--- src/rtl/sound_pkg.sv ---
`default_nettype none
// ============================================================================
// Module  : sound_pkg
// Brief   : Shared constants, step-decode masks and types for the APU frame
//           sequencer and its trigger stretchers.
// Rev     : 1.0  initial release
// ============================================================================
package sound_pkg;

    localparam int FS_STEPS = 8;
    localparam int STEP_W   = $clog2(FS_STEPS);

    // Bit n set means the strobe fires when frame step n wraps.
    localparam logic [FS_STEPS-1:0] LEN_STEP_MASK   = 8'b0101_0101;
    localparam logic [FS_STEPS-1:0] SWEEP_STEP_MASK = 8'b0100_0100;
    localparam logic [FS_STEPS-1:0] ENV_STEP_MASK   = 8'b1000_0000;

    localparam int CH1 = 0;
    localparam int CH2 = 1;
    localparam int CH3 = 2;
    localparam int CH4 = 3;

    typedef logic [3:0] ch_vec_t;

    typedef enum logic [0:0] {
        TRIG_IDLE  = 1'b0,
        TRIG_PULSE = 1'b1
    } trig_state_t;

    function automatic logic step_hit(input logic [FS_STEPS-1:0] mask,
                                      input logic [STEP_W-1:0]   s);
        return mask[s];
    endfunction

endpackage
`default_nettype wire

--- src/rtl/sound_frame_seq_if.sv ---
`default_nettype none
// ============================================================================
// Module  : sound_frame_seq_if
// Brief   : Register-file / channel side bundle of the frame sequencer.
// Rev     : 1.0  initial release
// ============================================================================
interface sound_frame_seq_if;
    import sound_pkg::*;

    logic              master_en;
    ch_vec_t           trig_req;
    ch_vec_t           trig_ack;
    ch_vec_t           start;
    logic              len_tick;
    logic              sweep_tick;
    logic              env_tick;
    logic [STEP_W-1:0] step;

    modport master (
        output master_en, trig_req,
        input  trig_ack, start, len_tick, sweep_tick, env_tick, step
    );

    modport slave (
        input  master_en, trig_req,
        output trig_ack, start, len_tick, sweep_tick, env_tick, step
    );

endinterface
`default_nettype wire

--- src/rtl/sound_trig_stretch.sv ---
`default_nettype none
// ============================================================================
// Module  : sound_trig_stretch
// Brief   : One channel's trigger FSM: a request yields a one-cycle ack and a
//           START_LEN-cycle start pulse; a retrigger reloads without a gap.
// Rev     : 1.0  initial release
// ============================================================================
module sound_trig_stretch
    import sound_pkg::*;
#(
    parameter int START_LEN = 4
) (
    input  wire logic clk,
    input  wire logic rst,
    input  wire logic en,
    input  wire logic req,
    output logic      ack,
    output logic      start
);

    localparam int             CNT_W = 4;
    localparam logic [CNT_W-1:0] LOAD = CNT_W'(START_LEN);

    trig_state_t      state_q;
    logic [CNT_W-1:0] cnt_q;
    logic             ack_q;
    logic             start_q;

    always_ff @(posedge clk or posedge rst) begin
        if (rst) begin
            state_q <= TRIG_IDLE;
            cnt_q   <= '0;
            ack_q   <= 1'b0;
            start_q <= 1'b0;
        end else if (!en) begin
            // Powering the APU off truncates any pulse in flight.
            state_q <= TRIG_IDLE;
            cnt_q   <= '0;
            ack_q   <= 1'b0;
            start_q <= 1'b0;
        end else begin
            ack_q <= req;
            if (req) begin
                state_q <= TRIG_PULSE;
                cnt_q   <= LOAD;
                start_q <= 1'b1;
            end else begin
                case (state_q)
                    TRIG_PULSE: begin
                        if (cnt_q <= 1) begin
                            state_q <= TRIG_IDLE;
                            cnt_q   <= '0;
                            start_q <= 1'b0;
                        end else begin
                            cnt_q <= cnt_q - 1'b1;
                        end
                    end
                    default: begin
                        state_q <= TRIG_IDLE;
                        start_q <= 1'b0;
                    end
                endcase
            end
        end
    end

    assign ack   = ack_q;
    assign start = start_q;

endmodule
`default_nettype wire

--- src/rtl/sound_frame_seq.sv ---
`default_nettype none
// ============================================================================
// Module  : sound_frame_seq
// Brief   : APU frame sequencer (512 Hz steps -> len/sweep/env strobes) and
//           per-channel trigger scheduling. Define SOUND_FRAME_SEQ_EXT_DIV_EN
//           to step on falling edges of div_bit instead of the CLK_DIV counter.
// Rev     : 1.0  initial release
// ============================================================================
module sound_frame_seq
    import sound_pkg::*;
#(
    parameter int CLK_DIV   = 8192,
    parameter int START_LEN = 4
) (
    input  wire logic clk,
    input  wire logic rst,
`ifdef SOUND_FRAME_SEQ_EXT_DIV_EN
    input  wire logic div_bit,
`endif
    sound_frame_seq_if.slave bus
);

    logic w_frame_evt;

`ifdef SOUND_FRAME_SEQ_EXT_DIV_EN
    logic div_bit_q, div_bit_d;
    logic div_prev_q, div_prev_d;

    always_comb begin
        div_bit_d   = div_bit;
        div_prev_d  = div_bit_q;
        w_frame_evt = bus.master_en && div_prev_q && !div_bit_q;
    end

    always_ff @(posedge clk or posedge rst) begin
        if (rst) begin
            div_bit_q  <= 1'b0;
            div_prev_q <= 1'b0;
        end else begin
            div_bit_q  <= div_bit_d;
            div_prev_q <= div_prev_d;
        end
    end
`else
    localparam int               DIV_W    = (CLK_DIV > 1) ? $clog2(CLK_DIV) : 1;
    localparam logic [DIV_W-1:0] DIV_LAST = DIV_W'(CLK_DIV - 1);

    logic [DIV_W-1:0] div_cnt_q, div_cnt_d;

    always_comb begin
        w_frame_evt = bus.master_en && (div_cnt_q == DIV_LAST);
        div_cnt_d   = '0;
        if (bus.master_en && !w_frame_evt) begin
            div_cnt_d = div_cnt_q + 1'b1;
        end
    end

    always_ff @(posedge clk or posedge rst) begin
        if (rst) begin
            div_cnt_q <= '0;
        end else begin
            div_cnt_q <= div_cnt_d;
        end
    end
`endif

    logic [STEP_W-1:0] step_q, step_d;
    logic              len_q, len_d;
    logic              sweep_q, sweep_d;
    logic              env_q, env_d;

    // Strobes decode the step that is wrapping, not the incremented one.
    always_comb begin
        step_d  = '0;
        len_d   = 1'b0;
        sweep_d = 1'b0;
        env_d   = 1'b0;
        if (bus.master_en) begin
            step_d = step_q;
            if (w_frame_evt) begin
                step_d  = step_q + 1'b1;
                len_d   = step_hit(LEN_STEP_MASK, step_q);
                sweep_d = step_hit(SWEEP_STEP_MASK, step_q);
                env_d   = step_hit(ENV_STEP_MASK, step_q);
            end
        end
    end

    always_ff @(posedge clk or posedge rst) begin
        if (rst) begin
            step_q  <= '0;
            len_q   <= 1'b0;
            sweep_q <= 1'b0;
            env_q   <= 1'b0;
        end else begin
            step_q  <= step_d;
            len_q   <= len_d;
            sweep_q <= sweep_d;
            env_q   <= env_d;
        end
    end

    assign bus.step       = step_q;
    assign bus.len_tick   = len_q;
    assign bus.sweep_tick = sweep_q;
    assign bus.env_tick   = env_q;

    ch_vec_t w_ack;
    ch_vec_t w_start;

    for (genvar i = CH1; i <= CH4; i++) begin : g_ch
        sound_trig_stretch #(
            .START_LEN (START_LEN)
        ) u_stretch (
            .clk   (clk),
            .rst   (rst),
            .en    (bus.master_en),
            .req   (bus.trig_req[i]),
            .ack   (w_ack[i]),
            .start (w_start[i])
        );
    end

    assign bus.trig_ack = w_ack;
    assign bus.start    = w_start;

endmodule
`default_nettype wire

--- src/flat_wrapper.sv ---
// flat-port wrapper written by rule: the top's interface ports become plain ports
module sound_frame_seq_flat import sound_pkg::*;
#(
    parameter int CLK_DIV   = 8192,
    parameter int START_LEN = 4
)
  (clk, rst, bus_master_en, bus_trig_req, bus_trig_ack, bus_start, bus_len_tick, bus_sweep_tick, bus_env_tick, bus_step);
  sound_frame_seq_if bus_i ();
  input  wire logic clk;
  input  wire logic rst;
  input wire logic [$bits(bus_i.master_en)-1:0] bus_master_en;
  input wire logic [$bits(bus_i.trig_req)-1:0] bus_trig_req;
  output wire logic [$bits(bus_i.trig_ack)-1:0] bus_trig_ack;
  output wire logic [$bits(bus_i.start)-1:0] bus_start;
  output wire logic [$bits(bus_i.len_tick)-1:0] bus_len_tick;
  output wire logic [$bits(bus_i.sweep_tick)-1:0] bus_sweep_tick;
  output wire logic [$bits(bus_i.env_tick)-1:0] bus_env_tick;
  output wire logic [$bits(bus_i.step)-1:0] bus_step;
  assign bus_i.master_en = bus_master_en;
  assign bus_i.trig_req = bus_trig_req;
  assign bus_trig_ack = bus_i.trig_ack;
  assign bus_start = bus_i.start;
  assign bus_len_tick = bus_i.len_tick;
  assign bus_sweep_tick = bus_i.sweep_tick;
  assign bus_env_tick = bus_i.env_tick;
  assign bus_step = bus_i.step;
  sound_frame_seq #(.CLK_DIV(CLK_DIV), .START_LEN(START_LEN)) u_core (.clk(clk), .rst(rst), .bus(bus_i));
endmodule
--- config.mk ---
export PLATFORM = sky130hd
export DESIGN_NAME = sound_frame_seq_flat
export DESIGN_NICKNAME = d
export VERILOG_FILES = /design/src/rtl/sound_pkg.sv /design/src/rtl/sound_frame_seq_if.sv /design/src/rtl/sound_trig_stretch.sv /design/src/rtl/sound_frame_seq.sv /design/src/flat_wrapper.sv
export SDC_FILE = /design/constraint.sdc
export NUM_CORES = 1
export LEC_CHECK = 0
export BUFFER_PORTS_ARGS = -buffer_cell sky130_fd_sc_hd__clkbuf_2
export CORE_UTILIZATION = 40
export DETAILED_ROUTE_END_ITERATION = 10
export RECOVER_POWER = 100
export SLEW_MARGIN = 20
export SYNTH_ARGS = -nofsm -noshare
export SYNTH_HDL_FRONTEND = slang
export SYNTH_SLANG_ARGS = --single-unit
--- constraint.sdc ---
create_clock -name clk -period 3.1 [get_ports clk]
set_input_delay 0.155 -clock clk [delete_from_list [all_inputs] [get_ports clk]]
set_output_delay 0.155 -clock clk [all_outputs]
set_load 0.005 [all_outputs]
# Word level (Yosys, flattened, before mapping)
# Memories as Yosys holds them, arrays and structs flattened.
# Cells that the tools add are included.
dict set report classes {
  n_addsub 6
  order_cmp 5
  n_eq_ne 10
  mux 64
  reduce_logical 3
}
# op n
set ops {}
lappend ops {{4-bit 2-to-1 mux} 16}
lappend ops {{1-bit 2-to-1 mux} 45}
lappend ops {{4-bit by 1-bit <= comparator with 1-bit output, second input constant} 4}
lappend ops {{4-bit by 3-bit != test with 1-bit output, second input constant} 4}
lappend ops {{4-bit by 1-bit subtractor with 4-bit output, second input constant} 4}
lappend ops {{13-bit by 1-bit adder with 13-bit output, second input constant} 1}
lappend ops {{13-bit == test, second input constant} 1}
lappend ops {{13-bit 2-to-1 mux} 1}
lappend ops {{3-bit by 1-bit != test with 1-bit output, second input constant} 4}
lappend ops {{3-bit 2-to-1 mux} 2}
lappend ops {{3-bit by 4-bit < comparator with 1-bit output, second input constant} 1}
lappend ops {{3-bit by 1-bit adder with 3-bit output, second input constant} 1}
lappend ops {{1-bit logical AND} 2}
lappend ops {{2-bit by 1-bit != test with 1-bit output, second input constant} 1}
lappend ops {{1-bit logical NOT} 1}
dict set report totals {
  reg_bits 47
  romBits 24
  in_bits 7
  out_inout_bits 14
  elab_cells 112
  mem_count 3
}
# memory words word_bits read_ports rd_clocked_by_memory_dff wr line_no
set memory_table {}
lappend memory_table {{(no name shown)} 8 1 1 0 0 sound_pkg.sv:32} ;# return mask[s];
lappend memory_table {{(no name shown)} 8 1 1 0 0 sound_pkg.sv:32}
lappend memory_table {{(no name shown)} 8 1 1 0 0 sound_pkg.sv:32}

# Longest topological paths before layout
# Gate-level depths: netlist of run 1.
dict set report logic_depth {
  depth_word 5
  ltp_mapped 6
  depth_no_buf 6
}

# Hierarchy
# A second synthesis of run 1 with hierarchy kept.
dict set report hier_totals {
  cells_unflattened 231
  hier_area_um2 2427.3
}
# module n_inst cells_each area_each_um2 seq_area_each_um2
set modules_own_cells {}
lappend modules_own_cells {sound_trig_stretch 4 35 360.3 175.2}
lappend modules_own_cells {sound_frame_seq 1 91 985.9 475.5}

# Least setup slack after synthesis of run 1
# OpenSTA, ideal clock, no wires.
dict set report synth_path {
  path_type {register -> register}
  startpoint {reg u_core.div_cnt_q[0]}
  endpoint {reg u_core.step_q[1] (netlist: u_core.bus.step[1])}
  setup_time_ps 125
  arrival_ps 1416
  t_required_ps 2975
  setup_slack_ps 1558
  stages_incl_launch_ff 7
  n_path_buf 1
  period_less_slack_ps 1542
  path_cell_list {dfrtp_1 -> ha_1 -> nand4_2 -> nor4_2 -> nand2b_1 -> buf_6 -> o22ai_4}
}
dict set report synth_between {
  elab_chain_cells 3
}
# item line_no
set synth_rtl {}
lappend synth_rtl {{start: declaration} sound_frame_seq.sv:48} ;# logic [DIV_W-1:0] div_cnt_q, div_cnt_d;
lappend synth_rtl {{start signal: assignment} sound_frame_seq.sv:62} ;# div_cnt_q <= div_cnt_d;
lappend synth_rtl {{13-bit == test} sound_frame_seq.sv:51} ;# w_frame_evt = bus.master_en && (div_cnt_q == DIV_LAST);
lappend synth_rtl {{1-bit logical AND} sound_frame_seq.sv:51}
lappend synth_rtl {{2-bit by 1-bit != test with 1-bit output (no source line)} -}
lappend synth_rtl {{end signal: assignment} sound_frame_seq.sv:96} ;# step_q <= step_d;
lappend synth_rtl {{end: declaration} sound_frame_seq.sv:67} ;# logic [STEP_W-1:0] step_q, step_d;
# Every way passes these cells.
# A chain may end at the register's enable or synchronous reset.

# Worst setup path after layout of run 1
dict set report layout_path {
  startpoint {reg u_core.div_cnt_q[0]}
  endpoint {reg u_core.step_q[2] (netlist: u_core.bus.step[2])}
}
# The elaborated chain is that of the path after synthesis.

==> results of run 1 <==
## area by class of cell
| class | instances | area, um2 |
|---|---|---|
| Tap cell | 72 | 90.1 |
| Fill cell | 534 | 3020 |
| Clock buffer | 6 | 72.6 |
| Clock inverter | 1 | 30.0 |
| Timing Repair Buffer | 20 | 92.6 |
| Sequential cell | 47 | 1180 |
| Multi-Input combinational cell | 146 | 951 |
| Inverter | 20 | 76.3 |
## cells by family after synthesis
kind of cell	synth area share, %
simple gates	19.7
fa+ha+maj	6.55
mux	0.927
xor+xnor	5.35
buf+inv	6.71
compound gates	9.44
flops	51.3
## metrics by stage
| step | util, % | instances | cell area (um2) |
|---|---|---|---|
| after floorplan | - | 224 | 2290 |
| after global placement | 43.7 | 305 | 2400 |
| after detailed placement | 43.7 | 305 | 2400 |
| after CTS | 45.5 | 312 | 2510 |
| after global routing | 45.2 | 312 | 2490 |
| final | 45.2 | 312 | 2490 |
## power breakdown
part | total, mW | switching [mW] | internal, mW
sequential | 0.650 | 0.0175 | 0.632
clock | 0.426 | 0.189 | 0.236
combinational | 0.0786 | 0.0468 | 0.0317
total | 1.15 | 0.254 | 0.900
## cells in the final DEF, fill, tap and decap left out, types with 3 or more instances in the layout
master	n
o21a_1	3
xnor2_1	8
ha_1	12
and2_0	7
a21oi_1	3
o21ai_0	11
nor2b_1	3
clkbuf_1	7
inv_1	19
nand2_1	20
nor4_1	5
dfrtp_1	47
o31a_1	3
clkbuf_2	14
xor2_1	6
or2_2	3
nor3_1	5
clkbuf_8	5
nand3_1	10
nor2_1	21
## registers in the layout, indices dropped and copies added (netlist names)
register and flops:
u_core.g_ch.u_stretch.cnt_q 16, u_core.g_ch.u_stretch.ack 4, u_core.bus.env_tick 1, u_core.g_ch.u_stretch.start 4, u_core.div_cnt_q 13, u_core.bus.step 3, u_core.g_ch.u_stretch.state_q 4, u_core.bus.sweep_tick 1
u_core.bus.len_tick 1
## cell usage after synthesis (all sizes together), types with 3 or more instances
library cell	number	share of area, %
a21oi	3	0.65
and2	9	2.5
buf	9	3.1
dfrtp	47	51
ha	12	6.5
inv	20	3.3
nand2	20	3.3
nand3	11	2.6
nor2	21	3.4
nor2b	3	0.82
nor3	5	1.1
nor4	5	1.6
o21a	3	0.98
o21ai	11	2.4
o31a	3	1.1
or2	3	0.82
xnor2	8	3.1
xor2	6	2.3
## worst max-delay path, cell delays in order (launching register included)
cell and delay (ps):
dfrtp_1 390, ha_1 250, nand4_1 230, nor4_1 440
nand2b_1 450, o21ai_0 140
## worst paths after layout
kind / slack, ps / to / from / depth (start not counted)
min in group asynchronous: 350 / u_core.g_ch[0].u_stretch.ack / rst / 2
max in group asynchronous: 1840 / u_core.g_ch[1].u_stretch.start / rst / 2
worst min register to register: 480 / u_core.g_ch[1].u_stretch.start / u_core.g_ch[1].u_stretch.start / 1
worst max register to register: 1060 / u_core.bus.step[2] / u_core.div_cnt_q[0] / 5
worst min-delay path: 80 / u_core.g_ch[1].u_stretch.cnt_q[3] / bus_trig_req[1] / 2
worst max-delay path: 1060 / u_core.bus.step[2] / u_core.div_cnt_q[0] / 5
## metal layers
| metal | routed length [um] | track usage, % | vias to the layer above | part of all wire (%) |
|---|---|---|---|---|
| li1 | - | - | 773 | - |
| met1 | 1770 | 17.3 | 726 | 51 |
| met2 | 1530 | 20.6 | 23 | 44 |
| met3 | 113 | 3.53 | 4 | 3.3 |
| met4 | 57 | 4.53 | 0 | 1.6 |
| met5 | 0 | 0 | - | 0 |
==> metrics.cfg, run 1 <==
[placed_design]
placement.io_buffers=20
gp_congestion=0.793
hpwlAfterDp_mm=2.39
pre_cts_slack_ps=1200

[status]
status=finished with violations
violations=capacitance limit, slew limit

[synth]
syn_area_mm2=0.00229
ys_seq_elements=47
synth_fp_nets=243
synth-edff-count=0
avgSynthCellArea_um2=10.2
synth-seq-area-share_pct=51.3
yosysWarnings=0
netlist_instances=224
yosys_most_used_dff=dfrtp_1
yosysUniqueCellTypes=39
synthArstFlopShare_pct=100

[drt]
wl_per_cell_um=11.1
wirelength_mm=3.47
num_vias=1526
dr.pass1.iters=4
drc_errors=0
dr.first_iter.drc_count=65
vias_per_cell=4.89
ant_nets=0

[cts]
post_cts_buffers=0
numCtsBuffers=5
cts_buffer_depth=2
clkLatencyLatePin_ps=290
cts.reportedPaths.clkPinSlew_ps=80
cts_tree=yes
h-tree-depth=2
post_cts_resized=0
clock-sinks=47
root_buffer=clkbuf_8
cts-hold-fix-buffers=0

[die]
io_pins=21
die_w_um=77.7
fp.dieH_um=77.7
dieArea_mm2=0.00604
start_util_pct=41.6
coreArea_mm2=0.00551
rows=27

[timing]
hold_viol=0
fin_crit_ps=2040
worst_pin_slew_ps=2000
finalCritPeriodShare_pct=65.8
setup_violations=0
rsz0062_at_grt=no
final_max_slew_viol_count=48
clock.fmax_mhz=491
finClkSkew_ps=5.01
fin_ws_ps=1060
whs_ps=82.6
slew_headroom_pct=-34.3
tns_ps=0

[critical_path]
crit_required_ps=3260
endpoint_kind=flop
arrival_ps=2200
critPathLaunchType=flop
critical_path_class=reg -> reg
cp_max_fo=11

[pwr]
ir_worst_vdd_mv=0.164
leakage_nw=1.15
total_power_mw=1.15
powerDensity_mw_per_mm2=464

[grt]
antenna_found_initial=0
grt_pass1_wl_mm=6.33
grt_max_degree=48
grtUsageTotal_pct=13.1
grt_overflow=0
grt_pass1_vias=1417

[run]
drv_cap=1

[finish]
fin_nets=259
antenna_cells=0
drive_gt1_share_pct=11.3
area_growth_pct=8.51

[hold_path]
hold_class=in -> reg

No activity file was read; power rests on OpenSTA's default activity.
==> run 2, diff against run 1 <==
clock period = 1.7 ns   (was 3.1 ns; I/O delays follow)
==> metrics.cfg, run 2 (same netlist as run 1, synthesis figures left out) <==
[status]
status=finished clean

[cts]
clkLatencyLatePin_ps=290
numCtsBuffers=5
cts_buffer_depth=2
root_buffer=clkbuf_8
h-tree-depth=2
cts_tree=yes
post_cts_buffers=0
clock-sinks=47
cts.reportedPaths.clkPinSlew_ps=80

[finish]
top_regs=u_core.g_ch.u_stretch.cnt_q: 16 flops, u_core.div_cnt_q: 13 flops
fin_nets=268
largest_register_ffs=16
fill_cells=522
final_util_pct=46.4
drive_gt1_share_pct=16.5
area_growth_pct=11.3
final_cell_mix=dfrtp_1 (47), nor2_1 (21), nand2_1 (20), inv_1 (20), clkbuf_2 (20)
antenna_cells=0
instances_no_fill=321
final_common_cell=dfrtp_1
largest_register=u_core.g_ch.u_stretch.cnt_q

[die]
coreArea_mm2=0.00551
io_pins=21
fp.dieH_um=77.7
die_w_um=77.7
dieArea_mm2=0.00604
start_util_pct=41.6
rows=27

[critical_path]
crit_required_ps=1920
critPathLaunchType=flop
critPathTopFamily=simple AND/OR/NAND/NOR gates
arrival_ps=1780
cp_max_fo=5
cpPeakStageDelay_ps=520
crit_chain=ha_2 > nand4_2 > nor4_1 > nand2_1 > o21ai_0
slowest_stage=nor4_1
critical_path_class=reg -> reg
endpoint_kind=flop
critPathBufInv=0

[grt]
antenna_found_initial=0
grt_pass1_vias=1511
grt_pass1_wl_mm=6.51
grtUsageTotal_pct=13.8
grt_overflow=0
grt_max_degree=26

[drt]
dr.first_iter.drc_count=123
dr.pass1.iters=4
num_vias=1558
vias_per_cell=4.85
ant_nets=0
wl_per_cell_um=11.3
wirelength_mm=3.63
drc_errors=0

[timing]
fin_ws_ps=145
whs_ps=7.25
setup_violations=0
rsz0062_at_grt=no
finClkSkew_ps=2.13
clock.fmax_mhz=643
worst_pin_slew_ps=895
tns_ps=0
hold_viol=0
slew_headroom_pct=40.3
fin_crit_ps=1560
final_max_slew_viol_count=0
finalCritPeriodShare_pct=91.5

[pwr]
powerDensity_mw_per_mm2=785
ir_worst_vdd_mv=0.311
leakage_nw=1.21

[hold_path]
hold_class=in -> reg

[placed_design]
place_inst=313
pre_cts_slack_ps=71.9
hpwlAfterDp_mm=2.65
placement.io_buffers=20
gp_congestion=0.778

[run]
drv_cap=0

run 2: cell types whose count changed in the layout (fill, tap and decap cells not counted), sizes merged:
cell / change
clkbuf: +3
buf: +5
bufinv: -1
inv: +1
clkinv: +1
dlygate4sd3: +1
clkinvlp: -1
run 2: routing by layer:
metal / part of all wire (%) / track usage, % / up-vias
li1: - / - / 787
met1: 50 / 17.1 / 743
met2: 45 / 22.2 / 22
met3: 3.5 / 3.65 / 6
met4: 2.0 / 6.79 / 0
met5: 0 / 0 / -
run 2: worst reg2reg max path: stages, from the launching register on:
cell and delay (ps):
dfrtp_1 390, ha_2 230, nand4_2 160, nor4_1 520, nand2_1 100, o21ai_0 80
run 2: layout make-up:
class | count | area (um2) | share of cell area [%]
Sequential cell | 47 | 1180 | 46.1
Multi-Input combinational cell | 146 | 966 | 37.8
Clock buffer | 6 | 82.6 | 3.23
Tap cell | 72 | 90.1 | 3.53
Clock inverter | 1 | 5.00 | 0.196
Inverter | 20 | 75.1 | 2.94
Timing Repair Buffer | 29 | 159 | 6.22
run 2: path summary, 6_finish.rpt:
path	from	end	slack [ps]	cells after the start
max in group asynchronous	rst	u_core.g_ch[2].u_stretch.cnt_q[2]	350	4
max	u_core.div_cnt_q[0]	u_core.bus.step[2]	140	5
min in group asynchronous	rst	u_core.g_ch[0].u_stretch.ack	510	3
min reg2reg	u_core.div_cnt_q[0]	u_core.div_cnt_q[0]	480	1
max reg2reg	u_core.div_cnt_q[0]	u_core.bus.step[2]	140	5
min	bus_trig_req[1]	u_core.g_ch[1].u_stretch.cnt_q[3]	7	2
run 2: report_power, final:
part	internal, mW	switching, mW	leakage (nW)
Sequential	1.15	0.0317	0.634
Combinational	0.0681	0.0894	0.533
Clock	0.319	0.343	0.0470
run 2: metrics by stage:
| step | instance area (um2) | power, mW |
|---|---|---|
| 2_1_floorplan | 2290 | 1.32 |
| 3_3_place_gp | 2460 | 1.37 |
| 3_5_place_dp | 2460 | 1.37 |
| 4_1_cts | 2560 | 2.05 |
| 5_1_grt | 2550 | 2.11 |
| 6_report | 2550 | 2.00 |
run 2: what timing repair did:
action,4_1_cts,5_1_grt
hold buffers,1,0
gates resized for setup,0,2
endpoints found under the setup margin,0,14
endpoints found under the hold margin,23,0
